==> src/rtl/ram_arbiter_pkg.sv <==
// ram_arbiter_pkg: state encoding, requester ids and width helper shared by the arbiter slice
package ram_arbiter_pkg;
  localparam logic [1:0] ST_IDLE = 2'd0;
  localparam logic [1:0] ST_LOCKED_A = 2'd1;
  localparam logic [1:0] ST_LOCKED_B = 2'd2;
  localparam logic REQ_A = 1'b0;
  localparam logic REQ_B = 1'b1;
  function automatic int clog2(input int v);
    int r;
    r = 0;
    while ((1 << r) < v) r++;
    return r;
  endfunction
endpackage

==> src/rtl/ram_arbiter_if.sv <==
// ram_arbiter_if: two requester ports plus the watchdog pulse of the shared-RAM arbiter
interface ram_arbiter_if #(
  parameter int ADDRESS_BITS = 6,
  parameter int DATA_BITS = 8
);
  logic a_req, a_we, a_lock, a_gnt, a_rvalid;
  logic [ADDRESS_BITS-1:0] a_addr;
  logic [DATA_BITS-1:0] a_wdata, a_rdata;
  logic b_req, b_we, b_lock, b_gnt, b_rvalid;
  logic [ADDRESS_BITS-1:0] b_addr;
  logic [DATA_BITS-1:0] b_wdata, b_rdata;
  logic lock_timeout;
  modport master (
    output a_req, a_we, a_lock, a_addr, a_wdata, b_req, b_we, b_lock, b_addr, b_wdata,
    input a_gnt, a_rvalid, a_rdata, b_gnt, b_rvalid, b_rdata, lock_timeout
  );
  modport slave (
    input a_req, a_we, a_lock, a_addr, a_wdata, b_req, b_we, b_lock, b_addr, b_wdata,
    output a_gnt, a_rvalid, a_rdata, b_gnt, b_rvalid, b_rdata, lock_timeout
  );
endinterface

==> src/rtl/ram_arbiter_ram.sv <==
// ram_arbiter_ram: single-port synchronous RAM, registered read-before-write, contents never reset
module ram_arbiter_ram #(
  parameter int ADDRESS_BITS = 6,
  parameter int DATA_BITS = 8
) (
  input  logic                    clk,
  input  logic                    en,
  input  logic [ADDRESS_BITS-1:0] addr,
  input  logic [DATA_BITS-1:0]    data_in,
  output logic [DATA_BITS-1:0]    data_out
);
  logic [DATA_BITS-1:0] mem [0:(1<<ADDRESS_BITS)-1];
  // write when enabled; read port always returns the word held before this edge
  always_ff @(posedge clk) begin
    if (en) mem[addr] <= data_in;
    data_out <= mem[addr];
  end
endmodule

==> src/rtl/ram_arbiter.sv <==
// ram_arbiter: round-robin two-requester arbiter with lock/watchdog sharing one RAM
module ram_arbiter
  import ram_arbiter_pkg::*;
#(
  parameter int ADDRESS_BITS = 6,
  parameter int DATA_BITS = 8,
  parameter int LOCK_MAX = 16
) (
  input logic         clk,
  input logic         rst_n,
  ram_arbiter_if.slave bus
);
  localparam int CW = clog2(LOCK_MAX) + 1;
  logic [1:0] state, state_nx;
  logic [CW-1:0] cnt;
  logic last_gnt, resp_valid, resp_owner, timeout;
  logic a_win, a_gnt, b_gnt, owner, own_lock, forced, we;
  logic [ADDRESS_BITS-1:0] addr;
  logic [DATA_BITS-1:0] data_in, data_out;
  // grant selection, lock release decision and RAM drive
  always_comb begin
    a_win = bus.a_req & (!bus.b_req | last_gnt == REQ_B);
    a_gnt = rst_n & (state == ST_LOCKED_A ? bus.a_req : state == ST_LOCKED_B ? 1'b0 : a_win);
    b_gnt = rst_n & (state == ST_LOCKED_B ? bus.b_req : state == ST_LOCKED_A ? 1'b0 : bus.b_req & !a_win);
    owner = state == ST_LOCKED_B ? REQ_B : REQ_A;
    own_lock = owner == REQ_B ? bus.b_lock : bus.a_lock;
    forced = state != ST_IDLE & own_lock & cnt == CW'(LOCK_MAX - 1);
    state_nx = state != ST_IDLE ? (!own_lock | forced ? ST_IDLE : state)
             : a_gnt & bus.a_lock ? ST_LOCKED_A
             : b_gnt & bus.b_lock ? ST_LOCKED_B : ST_IDLE;
    addr = b_gnt ? bus.b_addr : bus.a_addr;
    data_in = b_gnt ? bus.b_wdata : bus.a_wdata;
    we = b_gnt ? bus.b_we : a_gnt & bus.a_we;
  end
  // lock FSM, round-robin history, watchdog counter and read-response tagging
  always_ff @(posedge clk or negedge rst_n) begin
    if (!rst_n) begin
      state <= ST_IDLE;
      last_gnt <= REQ_B;
      cnt <= '0;
      timeout <= 1'b0;
      resp_valid <= 1'b0;
      resp_owner <= REQ_A;
    end else begin
      state <= state_nx;
      last_gnt <= forced ? owner : b_gnt ? REQ_B : a_gnt ? REQ_A : last_gnt;
      cnt <= state == ST_IDLE ? '0 : cnt + CW'(1);
      timeout <= forced;
      resp_valid <= (a_gnt | b_gnt) & !we;
      resp_owner <= b_gnt ? REQ_B : REQ_A;
    end
  end
  ram_arbiter_ram #(.ADDRESS_BITS(ADDRESS_BITS), .DATA_BITS(DATA_BITS)) u_ram (
    .clk(clk), .en(we), .addr(addr), .data_in(data_in), .data_out(data_out)
  );
  assign bus.a_gnt = a_gnt;
  assign bus.b_gnt = b_gnt;
  assign bus.a_rvalid = resp_valid & resp_owner == REQ_A;
  assign bus.b_rvalid = resp_valid & resp_owner == REQ_B;
  assign bus.a_rdata = data_out;
  assign bus.b_rdata = data_out;
  assign bus.lock_timeout = timeout;
endmodule

==> src/flat_wrapper.sv <==
// flat-port wrapper written by rule: the top's interface ports become plain ports
module ram_arbiter_flat import ram_arbiter_pkg::*;
#(
  parameter int ADDRESS_BITS = 6,
  parameter int DATA_BITS = 8,
  parameter int LOCK_MAX = 16
)
  (clk, rst_n, bus_a_req, bus_a_we, bus_a_lock, bus_a_addr, bus_a_wdata, bus_b_req, bus_b_we, bus_b_lock, bus_b_addr, bus_b_wdata, bus_a_gnt, bus_a_rvalid, bus_a_rdata, bus_b_gnt, bus_b_rvalid, bus_b_rdata, bus_lock_timeout);
  ram_arbiter_if #(.ADDRESS_BITS(ADDRESS_BITS), .DATA_BITS(DATA_BITS)) bus_i ();
  input logic clk;
  input logic rst_n;
  input wire logic [$bits(bus_i.a_req)-1:0] bus_a_req;
  input wire logic [$bits(bus_i.a_we)-1:0] bus_a_we;
  input wire logic [$bits(bus_i.a_lock)-1:0] bus_a_lock;
  input wire logic [$bits(bus_i.a_addr)-1:0] bus_a_addr;
  input wire logic [$bits(bus_i.a_wdata)-1:0] bus_a_wdata;
  input wire logic [$bits(bus_i.b_req)-1:0] bus_b_req;
  input wire logic [$bits(bus_i.b_we)-1:0] bus_b_we;
  input wire logic [$bits(bus_i.b_lock)-1:0] bus_b_lock;
  input wire logic [$bits(bus_i.b_addr)-1:0] bus_b_addr;
  input wire logic [$bits(bus_i.b_wdata)-1:0] bus_b_wdata;
  output wire logic [$bits(bus_i.a_gnt)-1:0] bus_a_gnt;
  output wire logic [$bits(bus_i.a_rvalid)-1:0] bus_a_rvalid;
  output wire logic [$bits(bus_i.a_rdata)-1:0] bus_a_rdata;
  output wire logic [$bits(bus_i.b_gnt)-1:0] bus_b_gnt;
  output wire logic [$bits(bus_i.b_rvalid)-1:0] bus_b_rvalid;
  output wire logic [$bits(bus_i.b_rdata)-1:0] bus_b_rdata;
  output wire logic [$bits(bus_i.lock_timeout)-1:0] bus_lock_timeout;
  assign bus_i.a_req = bus_a_req;
  assign bus_i.a_we = bus_a_we;
  assign bus_i.a_lock = bus_a_lock;
  assign bus_i.a_addr = bus_a_addr;
  assign bus_i.a_wdata = bus_a_wdata;
  assign bus_i.b_req = bus_b_req;
  assign bus_i.b_we = bus_b_we;
  assign bus_i.b_lock = bus_b_lock;
  assign bus_i.b_addr = bus_b_addr;
  assign bus_i.b_wdata = bus_b_wdata;
  assign bus_a_gnt = bus_i.a_gnt;
  assign bus_a_rvalid = bus_i.a_rvalid;
  assign bus_a_rdata = bus_i.a_rdata;
  assign bus_b_gnt = bus_i.b_gnt;
  assign bus_b_rvalid = bus_i.b_rvalid;
  assign bus_b_rdata = bus_i.b_rdata;
  assign bus_lock_timeout = bus_i.lock_timeout;
  ram_arbiter #(.ADDRESS_BITS(ADDRESS_BITS), .DATA_BITS(DATA_BITS), .LOCK_MAX(LOCK_MAX)) u_core (.clk(clk), .rst_n(rst_n), .bus(bus_i));
endmodule
==> config.mk <==
export PLATFORM = sky130hd
export DESIGN_NAME = ram_arbiter_flat
export DESIGN_NICKNAME = d
export VERILOG_FILES = /design/src/rtl/ram_arbiter_pkg.sv /design/src/rtl/ram_arbiter_if.sv /design/src/rtl/ram_arbiter_ram.sv /design/src/rtl/ram_arbiter.sv /design/src/flat_wrapper.sv
export SDC_FILE = /design/constraint.sdc
export NUM_CORES = 1
export LEC_CHECK = 0
export ABC_CLOCK_PERIOD_IN_PS = 4350
export CAP_MARGIN = 20
export CORE_MARGIN = 3
export CORE_UTILIZATION = 36
export CTS_BUF_LIST = sky130_fd_sc_hd__clkbuf_2 sky130_fd_sc_hd__clkbuf_4 sky130_fd_sc_hd__clkbuf_8
export DETAILED_ROUTE_END_ITERATION = 10
export GPL_TIMING_DRIVEN = 0
export PLACE_DENSITY_LB_ADDON = 0.12
export SYNTH_ARGS = -nofsm -noshare
export SYNTH_HDL_FRONTEND = slang
export SYNTH_SLANG_ARGS = --single-unit
==> constraint.sdc <==
create_clock -name clk -period 4.35 [get_ports clk]
set_clock_uncertainty 0.2 [all_clocks]
set_input_delay 0.6525 -clock clk [delete_from_list [all_inputs] [get_ports clk]]
set_output_delay 0.6525 -clock clk [all_outputs]
set_load 0.03 [all_outputs]
---- Word level (Yosys, flattened, before mapping) ----
Memories as Yosys holds them, arrays and structs flattened. A register that Yosys moved wholly into a read port is not among the register bits.
Index checks and enable logic that the tools add are counted.
operators by class
  add/sub/neg operators ................... 1
  equality and inequality tests ........... 4
  muxes and demuxes ....................... 20
  bitwise gates (word level) .............. 16
  reduce and logical (&&, ||, !) cells .... 7
operators with widths
  kind                                            number
  2-to-1 mux 1 bit                                13
  AND 1 bit                                       12
  2-to-1 mux 2 bit                                4
  2-to-1 mux 8 bit                                1
  2-to-1 mux 6 bit                                1
  adder 5 x 1 -> 5 bit (second input constant)    1
  == test 5 x 4 -> 1 bit (second input constant)  1
  2-to-1 mux 5 bit                                1
  zero test 1 bit                                 4
  OR 1 bit                                        3
  nonzero test 3 bit                              1
  == test 2 x 1 -> 1 bit (second input constant)  1
  == test 2 bit (second input constant)           1
  zero test 2 bit                                 1
  != test 2 bit (second input constant)           1
  nonzero test 2 bit                              1
  inverter 1 bit                                  1
word-level totals
  register bits after elaboration ......... 11
  bits in writable memories ............... 512
  bits of input ports ..................... 36
  word-level logic and storage cells ...... 55
  memories kept ........................... 1
memories
  memory            depth  bits a word  read ports  clocked after memory_dff  wr ports  line                   RTL
  u_core.u_ram.mem  64     8            1           1                         1         ram_arbiter_ram.sv:12  logic [DATA_BITS-1:0] mem [0:(1<<ADDRESS_BITS)-1];

---- Depth between registers and ports, before layout ----
Gate-level depths: netlist of the first run.
  depth in word-level cells ............... 12
  gate-level depth with buffers ........... 14

---- Hierarchy ----
Synthesis of the first run repeated with hierarchy kept, for this count alone.
unflattened totals
  cells, all modules ...................... 1251
  area total of the unflattened synthesis .. 21269.1 µm²
by module, submodules not included
  module           times used  cells each  area each (µm²)  sequential area each (µm²)
  ram_arbiter_ram  1           1171        20449.6          15534.9
  ram_arbiter      1           80          819.5            276.5

---- Least setup slack after synthesis of the first run ----
No wires, ideal clock.
  path kind ............................... input -> register
  start point ............................. in bus_b_req
  end point ............................... mem u_core.u_ram.mem[17][0] (enable)
  setup time .............................. 0.370 ns
  arrival ................................. 2.963 ns
  data required time ...................... 3.780 ns
  setup slack ............................. 0.817 ns
  stages on the path ...................... 9
  path through ............................ and2_1 -> a32o_1 -> or2_1 -> buf_2 -> buf_2 -> nor2_1 -> clkbuf_1 -> nand3_1 -> nor2_1
between the ends
  word-level cells in the longest chain between the ends .. 11
RTL lines
  item                                    line                   RTL
  from (decl)                             flat_wrapper.sv:17     input wire logic [$bits(bus_i.b_req)-1:0] bus_b_req;
  zero test 1 bit                         ram_arbiter.sv:22      a_win = bus.a_req & (!bus.b_req | last_gnt == REQ_B);
  OR 1 bit                                ram_arbiter.sv:22
  AND 1 bit                               ram_arbiter.sv:22
  zero test 1 bit                         ram_arbiter.sv:24      b_gnt = rst_n & (state == ST_LOCKED_B ? bus.b_req : state == ST_LOCKED_A ? 1'b0 : bus.b_req & !a_win);
  AND 1 bit                               ram_arbiter.sv:24
  2-to-1 mux 1 bit (2 in a row)           ram_arbiter.sv:24
  AND 1 bit                               ram_arbiter.sv:24
  2-to-1 mux 1 bit                        ram_arbiter.sv:33      we = b_gnt ? bus.b_we : a_gnt & bus.a_we;
  2-to-1 mux 1 bit                        ram_arbiter_ram.sv:15  if (en) mem[addr] <= data_in;
  2-to-1 mux 1 bit (not written as such)  ram_arbiter_ram.sv:15
  to (decl)                               ram_arbiter_ram.sv:12
Several ways; a longest one is shown, not always the timed one.

---- Worst setup path after layout of the first run ----
  start point ............................. in bus_b_req
  end point ............................... reg u_core.u_ram.data_out[5], read port of u_core.u_ram.mem
between the ends
  word-level cells in the longest chain between the ends .. 9
RTL lines
  item                  line                   RTL
  zero test 1 bit       ram_arbiter.sv:22
  OR 1 bit              ram_arbiter.sv:22
  AND 1 bit             ram_arbiter.sv:22
  zero test 1 bit       ram_arbiter.sv:24
  AND 1 bit             ram_arbiter.sv:24
  2-to-1 mux 1 bit      ram_arbiter.sv:24
  2-to-1 mux 1 bit (*)  ram_arbiter.sv:24
  AND 1 bit (*)         ram_arbiter.sv:24
  2-to-1 mux 6 bit (*)  ram_arbiter.sv:31      addr = b_gnt ? bus.b_addr : bus.a_addr;
  to (decl)             ram_arbiter_ram.sv:10  output logic [DATA_BITS-1:0] data_out
Mark *: on every way between the ends. The rest lies on a longest branch, timed or not.
A chain may end at the register's enable or synchronous reset.

==> results of run 1 <==
[area by class of cell]
cell class              count  area (um^2)
repair buffers             72          752
well taps                 756          946
inverters                  15         56.3
fillers                  5137        32200
plain buffers              86          453
clock buffers             125         1580
flip-flops and latches    531        15800
clock inverters            29          126
diodes                      1         2.50
multi-input cells         670         4830
[registers in the layout (all words and copies together), names as in the netlist]
signal,cells
u_core.u_ram.mem,512
u_core.u_ram.data_out,8
u_core.cnt,5
u_core.state,2
u_core.bus.lock_timeout,1
u_core.last_gnt,1
u_core.resp_owner,1
u_core.resp_valid,1
[power groups by stage]
stage               Sequential [mW]  Clock (mW)  Combinational (mW)
floorplan                      5.93           0               0.778
global placement               5.89           0                1.52
detailed placement             5.89           0                1.56
CTS                            5.78        4.39                1.61
global route                   5.78        4.62                1.70
finish                         5.78        4.30                1.62
[synth_stat cells (11+ instances only)]
master / instances
nand3_1: 70
o31ai_1: 15
mux2_2: 24
a221oi_1: 22
nand2_1: 88
a31oi_1: 13
a21oi_1: 32
o21ai_0: 19
a22oi_1: 74
clkbuf_1: 37
a222oi_1: 21
buf_2: 24
nor2_1: 87
mux2i_1: 46
edfxtp_1: 512
inv_1: 15
a22o_1: 41
buf_4: 11
[metrics by stage]
stage | worst slack [ns] | instance area (um^2)
after global placement | -2.44 | 22200
after floorplan | 0.817 | 20700
after CTS | 0.00344 | 24500
final | 0.0821 | 24600
after global routing | 0.000552 | 24600
after detailed placement | -2.20 | 22400
[cells in the final DEF, fill, tap and decap left out, types with 20 or more instances in the layout]
| cell | instances |
|---|---|
| clkbuf_4 | 22 |
| a22o_1 | 41 |
| a21oi_1 | 29 |
| clkbuf_8 | 103 |
| edfxtp_1 | 512 |
| a221oi_1 | 20 |
| buf_2 | 22 |
| nand3_1 | 69 |
| nand2_1 | 83 |
| mux2_2 | 20 |
| clkbuf_1 | 25 |
| nor2_1 | 22 |
| a222oi_1 | 21 |
| a22oi_1 | 74 |
| clkdlybuf4s50_1 | 55 |
| mux2i_1 | 45 |
| nor2_2 | 44 |
| buf_4 | 20 |
| nor2_4 | 21 |
[layer usage]
layer  track usage  vias to the layer above  wire, um
met4        0.0981                        0      2850
met1         0.307                     6558     28300
met2         0.339                      577     30200
met3        0.0385                      137      4970
met5             0                        -         0
li1              -                     5566         -
[worst min path at each step]
stage                              from  slack, ns                 endpoint  cells past startpoint
after floorplan                   rst_n       0.16  u_core.bus.lock_timeout                      0
after global placement    u_core.cnt[0]       0.25            u_core.cnt[0]                      1
after detailed placement  u_core.cnt[0]       0.25            u_core.cnt[0]                      1
after CTS                 u_core.cnt[0]       0.26            u_core.cnt[0]                      1
after global routing      u_core.cnt[0]       0.30            u_core.cnt[0]                      1
final                     u_core.cnt[0]       0.26            u_core.cnt[0]                      1
[kinds of logic after synthesis]
| family | share of synthesized area |
|---|---|
| AO/OA/AOI/OAI | 0.107 |
| flip-flops | 0.763 |
| adder cells (fa/ha/maj) | 0.00169 |
| AND/OR/NAND/NOR | 0.0655 |
| XOR/XNOR | 0.000845 |
| buffers and inverters | 0.0232 |
| multiplexers | 0.0390 |
[what timing repair did]
item | 4_1_cts | 5_1_grt
gates resized for setup | 119 | 19
setup endpoints to repair | 521 | 119
gates cloned | 0 | 0
endpoints found under the hold margin | 10 | 0
buffers inserted | 5 | 1
hold buffers | 2 | 0
pin swaps | 2 | 5
==> results.txt, run 1 <==
----------------------------------------------------
[Run status]
  Result of the run ... finished, final reports clean

[Worst setup path]
  Delay of the slowest cell on the worst path ... just over 0.6 ns
  CP endpoint ... u_core.u_ram.data_out[5]
  CP Launch Type ... input pin
  Worst flop-to-flop path endpoint ... u_core.u_ram.data_out[5]
  Number of buffers and inverters on the critical path ... 4
  Crit. path cell count ... 12
  Cell seen most often among critical-path stages ... buf_6
  Worst Reg2Reg Path Length in Cells ... 12
  Cell type of the slowest stage on the worst timing path ... a222oi_1
  Startpoint-to-endpoint class of the critical path ... input pin to register
  CP Data Required Time ... between 4 and 5 ns
  Critical path startpoint ... bus_b_req
  Top cell family by delay on the critical path ... compound AO/OA/AOI/OAI gates
  Critical path arrival ... roughly 4.6 ns
  Worst r2r src ... u_core.state[1]
  Endpoint type of the worst setup path ... register
  Flop-to-flop setup slack ... 0.09 ns
  Worst path cell trace ... clkdlybuf4s50_1 > and3b_1 > a22o_1 > buf_6 > buf_6 > mux2_4 > buf_6 > a222oi_1 > o221ai_1 > a21oi_2 > o2111ai_2 > or4_4
  Crit-path max FO ... 10

[Pwr]
  Total power divided by cell area ... 476 nW/um^2
  Int Power ... 8.58 mW
  Switching part of the total power ... 0.266
  Logic gate share of total power ... 0.139
  Pwr Total ... roughly 12 mW
  Sequential Power Share ... 0.494
  Portion of total power attributed to the clock network ... 0.367
  Net switching component of the power ... around 3.1 mW
  VDD IR max ... 0.000229 V
  Static Leak ... 8.01 nW

[Floorplanning]
  Floorplan Core Area ... around 57,000 um^2
  Number of rows created at floorplan ... 87
  I/O Pins ... 57
  DIE HEIGHT ... ~250 um
  Floorplan die area ... around 60,000 um^2
  Starting utilization of the core area ... 0.366
  X dimension of the die ... ~250 um

[Placed design]
  GP Congestion ... ~0.89
  Number of port buffers ... 56
  Sum of net half-perimeters after detailed placement ... ~45,000 um
  Number of instances in the placed design ... about 2,100

[Synth]
  Netlist Area Pre-Place ... 20,700 um^2
  Top cells by area, synth ... edfxtp_1 74%, a22oi_1 2.7%, mux2i_1 2.2%
  Biggest area consumer among synthesized cells ... edfxtp_1
  Number of distinct library cells after synthesis ... 63
  Number of enable flip-flop cells after synthesis ... a little over 500
  Synthesized area divided by synthesized cell count ... 15.9 um^2
  Async set or reset register ratio after synthesis ... 0.0207
  Most frequently used flop master after synthesis ... edfxtp_1
  Proportion of netlist area held by the largest area contributor ... 0.742
  Count of state elements after synthesis ... about 530
  Syn. warnings ... 0
  Sequential element share of the synthesized area ... 0.763
  Post-Syn Nets ... approximately 1,300
  Synthesized instance count ... around 1,300

[CTS]
  Depth of the CTS H-tree ... 3
  Clock network latency to the later pin of the worst-skew pair ... 0.65 ns
  TritonCTS clock tree ... built
  Root buf cell ... clkbuf_8
  Maximum root-to-sink buffer count ... 3
  Cts bufs inserted ... between 80 and 90
  Clock-pin slew on the worst setup and hold paths ... 0.06 ns
  Num Clock Sinks ... about 530

[Final layout]
  Final core utilization ... 0.433
  Final-stage net count ... around 1,500
  Fraction of final layout cells sized beyond drive strength 1 ... 0.213
  Growth of design area from synthesis to finish ... 18.5%
  Number of standard cells in the layout, taps in and fillers out ... 2,285

[Routing]
  Average wire length per cell after detail routing ... around 29 um
  Iteration-0 DRC count of the detailed router ... 1,355
  Final routed wirelength across all metal layers ... roughly 66,000 um
  Routed Antenna Nets ... 0
  Number of detailed-route iterations in the first pass ... 7
  Total via count after detailed routing ... 12,800
  Remaining DRCs ... 0
  Vias per Instance ... 5.62

[STA]
  Actual slew at the worst max-slew pin ... 0.942 ns
  Highest Clock Rate ... around 230 MHz
  Crit share post-route ... 0.981
  Max_slew headroom ... 0.354
  Final total negative setup slack ... 0 ns
  Final setup violation count ... 0
  Slew Limit Fails ... 0
  Crit path time final ... between 4 and 5 ns
  Hold Fails Final Rpt ... 0
  Worst hold margin ... roughly 0.26 ns
  Unrepaired setup endpoints after global routing ... false

[Global routing]
  Pin count of the biggest net entering global routing ... 65
  First-pass GRT wire length ... ~94,000 um
  Overall routing resource usage ... 0.221
  Initial antenna violation count ... 1
  Overflow after GRT ... 0
  Vias in the first global route ... 12,800

[Flow run]
  Reported max-cap violation count ... 0

[Worst hold path]
  Worst min-delay path category ... register to register

----------------------------------------------------
Power figures use the tool's default switching activity.
==> run 2: changes to the inputs <==
--- a/config.mk
+++ b/config.mk
@@ -5,6 +5,7 @@
 export SDC_FILE = /design/constraint.sdc
 export NUM_CORES = 1
 export LEC_CHECK = 0
+export ABC_AREA = 0
 export ABC_CLOCK_PERIOD_IN_PS = 4350
 export CAP_MARGIN = 20
 export CORE_MARGIN = 3
@@ -13,6 +14,8 @@
 export DETAILED_ROUTE_END_ITERATION = 10
 export GPL_TIMING_DRIVEN = 0
 export PLACE_DENSITY_LB_ADDON = 0.12
+export SKIP_CTS_REPAIR_TIMING = 1
+export SLEW_MARGIN = 20
 export SYNTH_ARGS = -nofsm -noshare
 export SYNTH_HDL_FRONTEND = slang
 export SYNTH_SLANG_ARGS = --single-unit
==> run 2 against run 1 <==
Net effect:
- critical path type unchanged
- routed wire length grew 0.23%
- sequential share of layout area down 0.22 points
- critical path depth unchanged
- setup slack worse by 0.10 ns
- clock power grew 4%
- global-route usage decreased by 0.12 points
- final cell count down 0.39%
- highest routed layer unchanged
- maximum frequency is 2.4% lower
- utilization up 0.15 points
- via count shrank 0.58%
- combinational power about the same
- the flow now finishes with violations (negative setup slack)
- critical endpoint unchanged
==> results.txt, run 2 (synthesis gave the netlist of run 1 again) <==
----------------------------------------------------
[Floorplanning]
  I/O Pins ... 57 (unchanged)
  Number of rows created at floorplan ... 87 (unchanged)
  X dimension of the die ... 246 um (unchanged)
  Floorplan die area ... 60,500 um^2 (unchanged)
  DIE HEIGHT ... 246 um (unchanged)
  Floorplan Core Area ... 56,700 um^2 (unchanged)
  Starting utilization of the core area ... 0.366 (unchanged)

[Flow run]
  Reported max-cap violation count ... 0 (unchanged)

[STA]
  Unrepaired setup endpoints after global routing ... true (was false)
  Final setup violation count ... 1 (was 0)
  Slew Limit Fails ... 0 (unchanged)
  Worst hold margin ... 0.259 ns (was 0.257 ns)
  Crit share post-route ... 1.00 (was 0.981)
  Hold Fails Final Rpt ... 0 (unchanged)
  Actual slew at the worst max-slew pin ... 1.18 ns (was 0.942 ns)
  Crit path time final ... 4.37 ns (was 4.27 ns)
  Max_slew headroom ... 0.216 (was 0.354)
  Highest Clock Rate ... 229 MHz (was 234 MHz)
  Post-route setup slack ... -0.0216 ns (was 0.0821 ns)

[CTS]
  Maximum root-to-sink buffer count ... 3 (unchanged)
  Root buf cell ... clkbuf_8 (unchanged)
  Num Clock Sinks ... 531 (unchanged)
  Depth of the CTS H-tree ... 3 (unchanged)
  Clock network latency to the later pin of the worst-skew pair ... 0.67 ns (was 0.65 ns)
  Cts bufs inserted ... 86 (was 88)
  Clock-pin slew on the worst setup and hold paths ... 0.06 ns (about the same)
  TritonCTS clock tree ... built (unchanged)

[Routing]
  Final routed wirelength across all metal layers ... 66,500 um (was 66,400 um)
  Routed Antenna Nets ... 0 (unchanged)
  Vias per Instance ... 5.61 (was 5.62)
  Iteration-0 DRC count of the detailed router ... 1,289 (was 1,355)
  Remaining DRCs ... 0 (unchanged)
  Total via count after detailed routing ... 12,800 (about the same)
  Average wire length per cell after detail routing ... 29.2 um (was 29.0 um)
  Number of detailed-route iterations in the first pass ... 8 (was 7)

[Final layout]
  Top register by number of flip-flops ... u_core.u_ram.mem (unchanged)
  Growth of design area from synthesis to finish ... 18.9% (was 18.5%)
  Highest-count cells in the layout ignoring fill and taps ... 512 x edfxtp_1, 93 x clkbuf_8, 83 x nand2_1, 74 x a22oi_1, 69 x nand3_1 (was 512 x edfxtp_1, 103 x clkbuf_8, 83 x nand2_1, 74 x a22oi_1, 69 x nand3_1)
  Top Registers ... u_core.u_ram.mem (512), u_core.u_ram.data_out (8), u_core.cnt (5) (unchanged)
  Final core utilization ... 0.435 (was 0.433)
  Most common cell after layout, fill and taps aside ... edfxtp_1 (unchanged)
  Final design area excluding fillers ... 24,600 um^2 (about the same)
  Fraction of final layout cells sized beyond drive strength 1 ... 0.210 (was 0.213)
  Flip-flop count of the largest register, all copies and words added ... 512 (unchanged)
  Layout fillers ... 5,130 (was 5,137)
  Final-stage net count ... 1,496 (was 1,502)

[Worst hold path]
  Hold_sp ... u_core.cnt[0] (unchanged)
  Hold path endpoint ... u_core.cnt[0] (unchanged)
  Number of stages on the worst hold path ... 1 (unchanged)
  Worst min-delay path category ... register to register (unchanged)

[Worst setup path]
  Cell type of the slowest stage on the worst timing path ... a222oi_1 (unchanged)
  Crit-path max FO ... 10 (unchanged)
  Number of buffers and inverters on the critical path ... 4 (unchanged)
  Crit. path cell count ... 12 (unchanged)
  Startpoint-to-endpoint class of the critical path ... input pin to register (unchanged)
  Worst Reg2Reg Path Length in Cells ... 11 (was 12)
  Delay of the slowest cell on the worst path ... 0.62 ns (about the same)
  CP Data Required Time ... 4.66 ns (was 4.65 ns)
  Flop-to-flop setup slack ... 0 ns (was 0.09 ns)
  Worst flop-to-flop path endpoint ... u_core.u_ram.data_out[5] (unchanged)
  Endpoint type of the worst setup path ... register (unchanged)
  Critical path arrival ... 4.69 ns (was 4.57 ns)
  Cell seen most often among critical-path stages ... buf_6 (unchanged)
  Top cell family by delay on the critical path ... compound AO/OA/AOI/OAI gates (unchanged)
  Worst path cell trace ... clkdlybuf4s50_1 > and3b_1 > a22o_1 > buf_6 > buf_6 > mux2_4 > buf_6 > a222oi_1 > o221ai_1 > a21oi_2 > o2111ai_2 > or4_4 (unchanged)
  CP Launch Type ... input pin (unchanged)
  Worst r2r src ... u_core.last_gnt (was u_core.state[1])

[Pwr]
  Pwr Total ... 11.9 mW (was 11.7 mW)
  VDD IR max ... 0.000232 V (was 0.000229 V)
  Total power divided by cell area ... 483 nW/um^2 (was 476 nW/um^2)
  Static Leak ... 8.02 nW (was 8.01 nW)

[Placed design]
  Sum of net half-perimeters after detailed placement ... 44,600 um (was 44,500 um)
  GP Congestion ... 0.890 (unchanged)
  Number of port buffers ... 56 (unchanged)
  Total cell area at the placement stage ... 22,400 um^2 (about the same)

[Global routing]
  Pin count of the biggest net entering global routing ... 65 (unchanged)
  Overflow after GRT ... 0 (unchanged)
  First-pass GRT wire length ... 93,500 um (was 94,300 um)
  Overall routing resource usage ... 0.219 (was 0.221)
  Initial antenna violation count ... 1 (unchanged)
  Vias in the first global route ... 12,500 (was 12,800)

[Run status]
  Result of the run ... finished, violations left (was finished, final reports clean)
  Violations in the final reports ... negative setup slack

----------------------------------------------------
## run 2: cell count changes in the layout (fill, tap and decap cells not counted), sizes merged
cell,previous run,this run
bufinv,0,6
clkdlybuf4s15,1,0
inv,15,16
buf,62,59
clkbuf,163,152
dlygate4sd3,2,1
## run 2: layout make-up
type,count,area [um^2],share of cell area
antenna,1,2.50,0.000102
clock inverter,36,319,0.0129
clock buffer,113,1430,0.0580
multi-input combinational,670,4890,0.198
buffer,86,449,0.0182
tap,756,946,0.0384
sequential,531,15800,0.642
inverter,15,56.3,0.00228
timing repair buffer,68,739,0.0300
## run 2: how the worst max path moves through the flow
| stage | from | end | slack, ns |
|---|---|---|---|
| floorplan | bus_b_req | u_core.u_ram.mem[17][0] | 0.82 |
| global placement | rst_n | u_core.u_ram.mem[54][0] | -2.44 |
| detailed placement | rst_n | u_core.u_ram.mem[1][3] | -2.17 |
| CTS | rst_n | u_core.u_ram.mem[54][1] | -1.46 |
| global route | bus_a_req | u_core.u_ram.data_out[1] | -0.04 |
| finish | bus_b_req | u_core.u_ram.data_out[5] | -0.02 |
## run 2: metal layers
metal	part of all wire	vias up	global-route usage
met2	0.46	502	0.340
met5	0	-	0
met4	0.035	0	0.0931
met1	0.44	6620	0.303
met3	0.067	96	0.0409
li1	-	5546	-
## run 2: report_power, final
group          internal (mW)  total [mW]  switching, mW
combinational          0.504        1.63           1.12
clock                   2.49        4.49           2.00
sequential              5.75        5.78         0.0237
total                   8.75        11.9           3.15
## run 2: stage by stage
step | setup TNS, ns | std cells | setup WS [ns]
finish | -0.0216 | 2276 | -0.0216
detailed placement | -1054.76 | 2119 | -2.17
global route | -0.512 | 2276 | -0.0385
CTS | -456.34 | 2268 | -1.46
global placement | -1299.58 | 2114 | -2.44
floorplan | 0 | 1302 | 0.817
